$ cat src/rtl/bfloat_16_mul.sv
// Initiator-side driver for the bfloat_16_mul start/strobe protocol: one multiply
// in flight, with result tag, timeout error flag and saturating latency count.
module bfloat_16_mul_driver #(
  parameter int TAG_W   = 4,
  parameter int TIMEOUT = 256
) (
  input  logic             clk,
  input  logic             rst_n,
  // Both handshakes are strict valid/ready: a transfer happens on a rising edge
  // where valid & ready are both high; valid never waits on ready.
  input  logic             op_valid,
  output logic             op_ready,
  input  logic [15:0]      op_a,
  input  logic [15:0]      op_b,
  input  logic [TAG_W-1:0] op_tag,
  output logic             mul_start,
  output logic [15:0]      mul_a,
  output logic [15:0]      mul_b,
  output logic             mul_a_stb,
  output logic             mul_b_stb,
  input  logic [15:0]      mul_z,
  input  logic             mul_z_stb,
  output logic             res_valid,
  input  logic             res_ready,
  output logic [15:0]      res_z,
  output logic [TAG_W-1:0] res_tag,
  output logic             res_err,
  output logic [15:0]      res_lat,
  output logic [1:0]       dbg_state
);

  localparam int TMR_W = $clog2(TIMEOUT) + 1;

  typedef enum logic [1:0] {
    S_IDLE   = 2'd0,
    S_START  = 2'd1,
    S_WAIT   = 2'd2,
    S_RESULT = 2'd3
  } state_e;

  state_e             state_q, state_d;
  logic [15:0]        a_q, a_d;
  logic [15:0]        b_q, b_d;
  logic [TAG_W-1:0]   tag_q, tag_d;
  logic [15:0]        z_q, z_d;
  logic               err_q, err_d;
  logic [15:0]        lat_q, lat_d;
  logic [TMR_W-1:0]   timer_q, timer_d;
  logic               z_stb_q;
  logic               done;

  // Only a fresh rising edge counts; a done level left over from the previous
  // transaction must not complete this one.
  assign done = mul_z_stb & ~z_stb_q;

  always_ff @(posedge clk or negedge rst_n) begin
    if (!rst_n) begin
      state_q <= S_IDLE;
      a_q     <= '0;
      b_q     <= '0;
      tag_q   <= '0;
      z_q     <= '0;
      err_q   <= 1'b0;
      lat_q   <= '0;
      timer_q <= '0;
      z_stb_q <= 1'b0;
    end else begin
      state_q <= state_d;
      a_q     <= a_d;
      b_q     <= b_d;
      tag_q   <= tag_d;
      z_q     <= z_d;
      err_q   <= err_d;
      lat_q   <= lat_d;
      timer_q <= timer_d;
      z_stb_q <= mul_z_stb;
    end
  end

  always_comb begin
    state_d = state_q;
    a_d     = a_q;
    b_d     = b_q;
    tag_d   = tag_q;
    z_d     = z_q;
    err_d   = err_q;
    lat_d   = lat_q;
    timer_d = timer_q;
    case (state_q)
      S_IDLE: begin
        if (op_valid) begin
          a_d     = op_a;
          b_d     = op_b;
          tag_d   = op_tag;
          state_d = S_START;
        end
      end
      S_START: begin
        timer_d = '0;
        lat_d   = '0;
        state_d = S_WAIT;
      end
      S_WAIT: begin
        timer_d = timer_q + TMR_W'(1);
        lat_d   = (lat_q == 16'hFFFF) ? lat_q : lat_q + 16'd1;
        // Completion takes priority over a timeout landing in the same cycle.
        if (done) begin
          z_d     = mul_z;
          err_d   = 1'b0;
          state_d = S_RESULT;
        end else if (timer_q == TMR_W'(TIMEOUT - 1)) begin
          z_d     = 16'hFFC0;
          err_d   = 1'b1;
          state_d = S_RESULT;
        end
      end
      S_RESULT: begin
        if (res_ready) state_d = S_IDLE;
      end
      default: state_d = S_IDLE;
    endcase
  end

  // Control outputs decode the state so an async reset drops them at once.
  assign op_ready  = (state_q == S_IDLE);
  assign mul_start = (state_q == S_START);
  assign mul_a_stb = (state_q == S_START) || (state_q == S_WAIT);
  assign mul_b_stb = mul_a_stb;
  assign res_valid = (state_q == S_RESULT);
  assign mul_a     = a_q;
  assign mul_b     = b_q;
  assign res_z     = z_q;
  assign res_tag   = tag_q;
  assign res_err   = err_q;
  assign res_lat   = lat_q;
  assign dbg_state = state_q;

endmodule

$ cat config.mk
export PLATFORM = sky130hd
export DESIGN_NAME = bfloat_16_mul_driver
export DESIGN_NICKNAME = d
export VERILOG_FILES = /design/src/rtl/bfloat_16_mul.sv
export SDC_FILE = /design/constraint.sdc
export NUM_CORES = 1
export LEC_CHECK = 0
export BUFFER_PORTS_ARGS = -buffer_cell sky130_fd_sc_hd__clkbuf_2
export CAP_MARGIN = 10
export CORE_MARGIN = 8
export CORE_UTILIZATION = 53
export DETAILED_ROUTE_END_ITERATION = 16
export GPL_TIMING_DRIVEN = 1
export HOLD_SLACK_MARGIN = 0.15
export MAX_ROUTING_LAYER = met4
export PLACE_DENSITY = 0.85
export SYNTH_ARGS = -nofsm -noshare
export SYNTH_HDL_FRONTEND = slang
export SYNTH_SLANG_ARGS = --single-unit
$ cat constraint.sdc
create_clock -name clk -period 3.9 [get_ports clk]
set_clock_uncertainty 0.05 [all_clocks]
set_input_delay 1.17 -clock clk [delete_from_list [all_inputs] [get_ports clk]]
set_output_delay 1.17 -clock clk [all_outputs]
set_load 0.005 [all_outputs]
Word-level counts from Yosys, hierarchy flattened
Cells that the tools add are included.
{"block": "totals", "register_bits": 81, "out_inout_bits": 76, "wordCells": 42}
{"block": "classes", "n_addsub": 2, "eq_ne": 9, "mux": 12, "bitwise": 2, "n_reduce_logical": 8}
{"cell": "2-to-1 mux 16 bit", "count": 3}
{"cell": "one-hot mux 16 bit (2 select lines)", "count": 1}
{"cell": "one-hot mux 9 bit (2 select lines)", "count": 1}
{"cell": "adder 16 x 1 -> 16 bit (second input constant)", "count": 1}
{"cell": "== test 16 bit (second input constant)", "count": 1}
{"cell": "adder 9 x 1 -> 9 bit (second input constant)", "count": 1}
{"cell": "== test 9 x 8 -> 1 bit (second input constant)", "count": 1}
{"cell": "2-to-1 mux 2 bit", "count": 4}
{"cell": "one-hot mux 2 bit (4 select lines)", "count": 1}
{"cell": "AND reduction 2 bit", "count": 3}
{"cell": "== test 2 bit (second input constant)", "count": 2}
{"cell": "!= test 2 bit (second input constant)", "count": 2}
{"cell": "nonzero test 2 bit", "count": 2}
{"cell": "!= test 3 bit (second input constant)", "count": 1}
{"cell": "AND reduction 3 bit", "count": 1}
{"cell": "== test 2 x 1 -> 1 bit (second input constant)", "count": 1}
{"cell": "logical NOT 2 bit", "count": 1}
{"cell": "2-to-1 mux 1 bit", "count": 2}
{"cell": "!= test 2 x 1 -> 1 bit (second input constant)", "count": 1}
{"cell": "bitwise AND 1 bit", "count": 1}
{"cell": "logical OR 1 bit", "count": 1}
{"cell": "inverter 1 bit", "count": 1}

Longest topological paths before layout
{"block": "logic_depth", "word_depth": 4, "mapped_depth": 8}

Worst setup path before layout
Ideal clock, no wire load.
{"block": "synth_timing", "path_kind": "input-to-reg", "startpoint": "input port op_valid", "endpoint": "register a_q[0], in the netlist mul_a[0]", "arrival_time_ns": 2.099, "required_time_ns": 3.725, "slack_ns": 1.627, "path_stages": 3, "path_buffers": 1, "path_cell_list": "nand2_1 > clkbuf_1 > mux2_2"}
{"block": "synth_between", "elab_chain_cells": 1}
{"item": "start, declared", "line_no": "11", "source": "input logic op_valid,"}
{"item": "AND reduction 2 bit (no line)"}
{"item": "end signal, assigned", "line_no": "59", "source": "a_q <= '0;"}
{"item": "end signal, assigned", "line_no": "69", "source": "a_q <= a_d;"}
{"item": "end, declared", "line_no": "42", "source": "logic [15:0] a_q, a_d;"}
No other way between the ends.
A chain may end at the register's enable or synchronous reset.

Worst setup path after layout
{"block": "layout_timing", "startpoint": "register state_q[0], in the netlist dbg_state[0]", "endpoint": "output port mul_a_stb"}
{"block": "layout_between", "elab_chain_cells": 2, "word_cells_on_any_way": 3, "classes_between": "eq/ne (2); reduce/logical (1)"}
{"item": "start, declared", "line_no": "41", "source": "state_e state_q, state_d;"}
{"item": "start signal, assigned", "line_no": "68", "source": "state_q <= state_d;"}
{"item": "== test 2 x 1 -> 1 bit / == test 2 bit (equally long branches)", "line_no": "127", "source": "assign mul_a_stb = (state_q == S_START) || (state_q == S_WAIT);"}
{"item": "logical OR 1 bit *", "line_no": "127"}
{"item": "end, declared", "line_no": "19", "source": "output logic mul_a_stb,"}
Every way passes the cells marked *; elsewhere a longest branch is shown, timed or not.

==> out/qor.txt <==
worst slew pin tran - 0.990 ns
total power - 0.00320 W
sequential area share after synthesis - 55.0%
initial core utilization - 54.5%
Ports - 133
WL/cell - 17.5 um
synthesized net count - 366
Final period util - 70.9%
Primary FF master, synth - dfrtp_1
Hold WS - 0.445 ns
WP data required - 2.68 ns
Setup Total Neg Slack - 0 ns
row count - 30
pin count of the biggest net entering global routing - 82
Post-Syn Area - 3680 um^2
critical path endpoint category - output pin
CTS resizes - 0
Remaining DRCs - 0
drt first pass iters - 5
final slew viol count - 0
global route total overflow - 0
Hold Crit Class - reg2reg
number of synthesized flops with an enable pin - 0
final hold vios - 0
final setup fails - 0
CTS sink count - 81
Max-slew headroom - 34.0%
clk slew on worst S/H paths - 0.08 ns
hpwl dp - 6780 um
Avg Cell Area, Syn - 12.2 um^2
Synthesis Warnings - 0
Post-synth ARST share - 100%
# diodes - 0
unrepaired setup endpoints after global routing - false
CTS max path bufs - 2
placed cells - 499
clk_lat worst skew - 0.34 ns
crit-path max FO - 13
vias in the first global route - 2914
root buf cell - clkbuf_8
CP arrival - 1.54 ns
share of cells above drive strength 1 - 44.4%
Achievable Freq - 362 MHz
final wirelength - 9030 um
# Max-Cap Violations - 0
Core Area - 6760 um^2
Netlist cell types - 49
Startpoint Class - flip-flop
initial antenna violation count - 0
placer congestion estimate - 0.817
htree depth - 3
Post-Synthesis Cells - 301
Finished Layout Cells - 515
CTS tree - yes
cts bufs inserted - 9
first-pass GRT wire length - 14500 um
status - finished clean
input/output buffers - 132
Routed Antenna Nets - 0
Via-to-Cell Ratio - 5.68
register bit total from synthesis - 81
hold_buf cts - 0
fin crit period - 2.76 ns
GRT Util Overall - 18.6%
Setup CP Type - reg2out
Die ar. - 9870 um^2
PwrDens - 692 nW/um^2
die height - 99.4 um
fin nets - 495
initial DRC count - 117
Die Wd - 99.4 um
Area Growth Syn to Fin - 25.3%
Pleak - 2.24 nW
Post-CTS Setup Inserts - 0
maximum vdd drop - 0.000316 V
via count - 2923
==> worst max-delay path, cell delays in order (launching register included) <==
cell      delay [ns]
dfrtp_1         0.40
inv_1           0.11
ha_1            0.52
clkbuf_2        0.19
==> registers in the layout, indices dropped and copies added, names as in the netlist <==
signal and count:
dbg_state 2, mul_a 16, mul_b 16, res_err 1, res_lat 16, res_tag 4
res_z 16, timer_q 9, z_stb_q 1
==> cell usage in the layout (no fill, tap or decap), drive strengths merged, types with 2 or more instances in the layout <==
cell,netlist,final
inv,14,15
a21oi,8,8
dfrtp,81,81
and3,4,4
nor4,3,3
a22o,8,8
clkinvlp,0,2
a211oi,4,4
o22ai,3,3
and4,4,4
o22a,10,10
nand4,7,7
mux2,36,36
nand3,13,13
clkbuf,14,140
nor2,10,10
o21ai,5,5
clkinv,1,3
o311ai,11,11
bufinv,0,2
nor3,4,4
nand2,18,18
or4,3,3
a41oi,2,2
o211ai,2,2
a32o,2,2
a31oi,2,2
buf,2,3
mux2i,5,5
and2,3,3
xor2,2,2
ha,8,8
==> cell usage after synthesis (2+ instances only) <==
master    instances  area share [%]
mux2i_1           5             1.4
or4_1             3            0.61
clkbuf_1         14             1.4
nand2_1          18             1.8
and3_1            4            0.68
a211oi_1          4            0.82
xor2_1            2            0.48
a31oi_1           2            0.34
and4_1            4            0.95
a41oi_1           2            0.48
o211ai_1          2            0.41
o22ai_1           3            0.51
mux2_2           36              11
inv_1            14             1.4
ha_1              8             2.7
a21oi_1           8             1.1
a32o_1            2            0.54
nand4_1           4            0.68
nand3_1          13             1.8
o311ai_0         11             2.6
o21ai_0           4            0.54
and2_1            2            0.34
nor3_1            4            0.54
nor2_1           10             1.0
nand4_4           2             1.2
o22a_1           10             2.4
dfrtp_1          81              55
a22o_1            8             1.9
==> final cells by class <==
cell class	count	area (um^2)
multi-input cells	189	1540
clock buffers	9	124
inverters	15	56.3
repair buffers	134	678
flip-flops and latches	81	2030
well taps	80	100
fillers	502	2140
clock inverters	7	93.8
==> path summary, 6_finish.rpt <==
| check | startpoint | end | slack (ns) | depth (start not counted) |
|---|---|---|---|---|
| max in group asynchronous | rst_n | res_tag[3] | 2.22 | 1 |
| min in group asynchronous | rst_n | mul_b[2] | 0.95 | 1 |
| setup / recovery | dbg_state[0] | mul_a_stb | 1.14 | 3 |
| setup reg to reg | timer_q[2] | res_z[7] | 1.77 | 6 |
| hold reg to reg | res_z[11] | res_z[11] | 0.44 | 1 |
| hold / removal | res_z[11] | res_z[11] | 0.44 | 1 |
==> routing by layer <==
metal	vias to the layer above	global-route usage [%]	share of wire, %
met3	14	4.26	7.0
met4	0	6.98	1.7
li1	1390	-	-
met2	119	29.5	48
met5	-	-	0
met1	1400	22.6	43
==> where the power goes <==
group	total (W)	internal, W	switching [W]
combinational	0.00119	0.000583	0.000611
sequential	0.00134	0.00115	0.000189
clock	0.000661	0.000360	0.000301
total	0.00320	0.00209	0.00110
==> per-stage QoR <==
stage                     setup WS (ns)  cell area, um^2  utilization, %
after CTS                          1.10             4610            68.3
after floorplan                    1.63             3680               -
after global placement             1.48             4400            65.1
after detailed placement           1.42             4400            65.1
final                              1.14             4610            68.3
after global routing              0.989             4610            68.3
==> kinds of logic (layout without fill, tap and decap cells) <==
| kind of cell | Yosys count | after routing | synth area share (%) |
|---|---|---|---|
| xor gates and xnor gates | 2 | 2 | 0.476 |
| DFF | 81 | 81 | 55.0 |
| muxes | 41 | 41 | 12.4 |
| adders and majority gates | 8 | 8 | 2.72 |
| buffers and inverters | 31 | 165 | 3.29 |
| AOI/OAI and AO/OA | 65 | 65 | 14.2 |
| and+or+nand+nor | 73 | 73 | 11.9 |
Power figures use the tool's default switching activity.
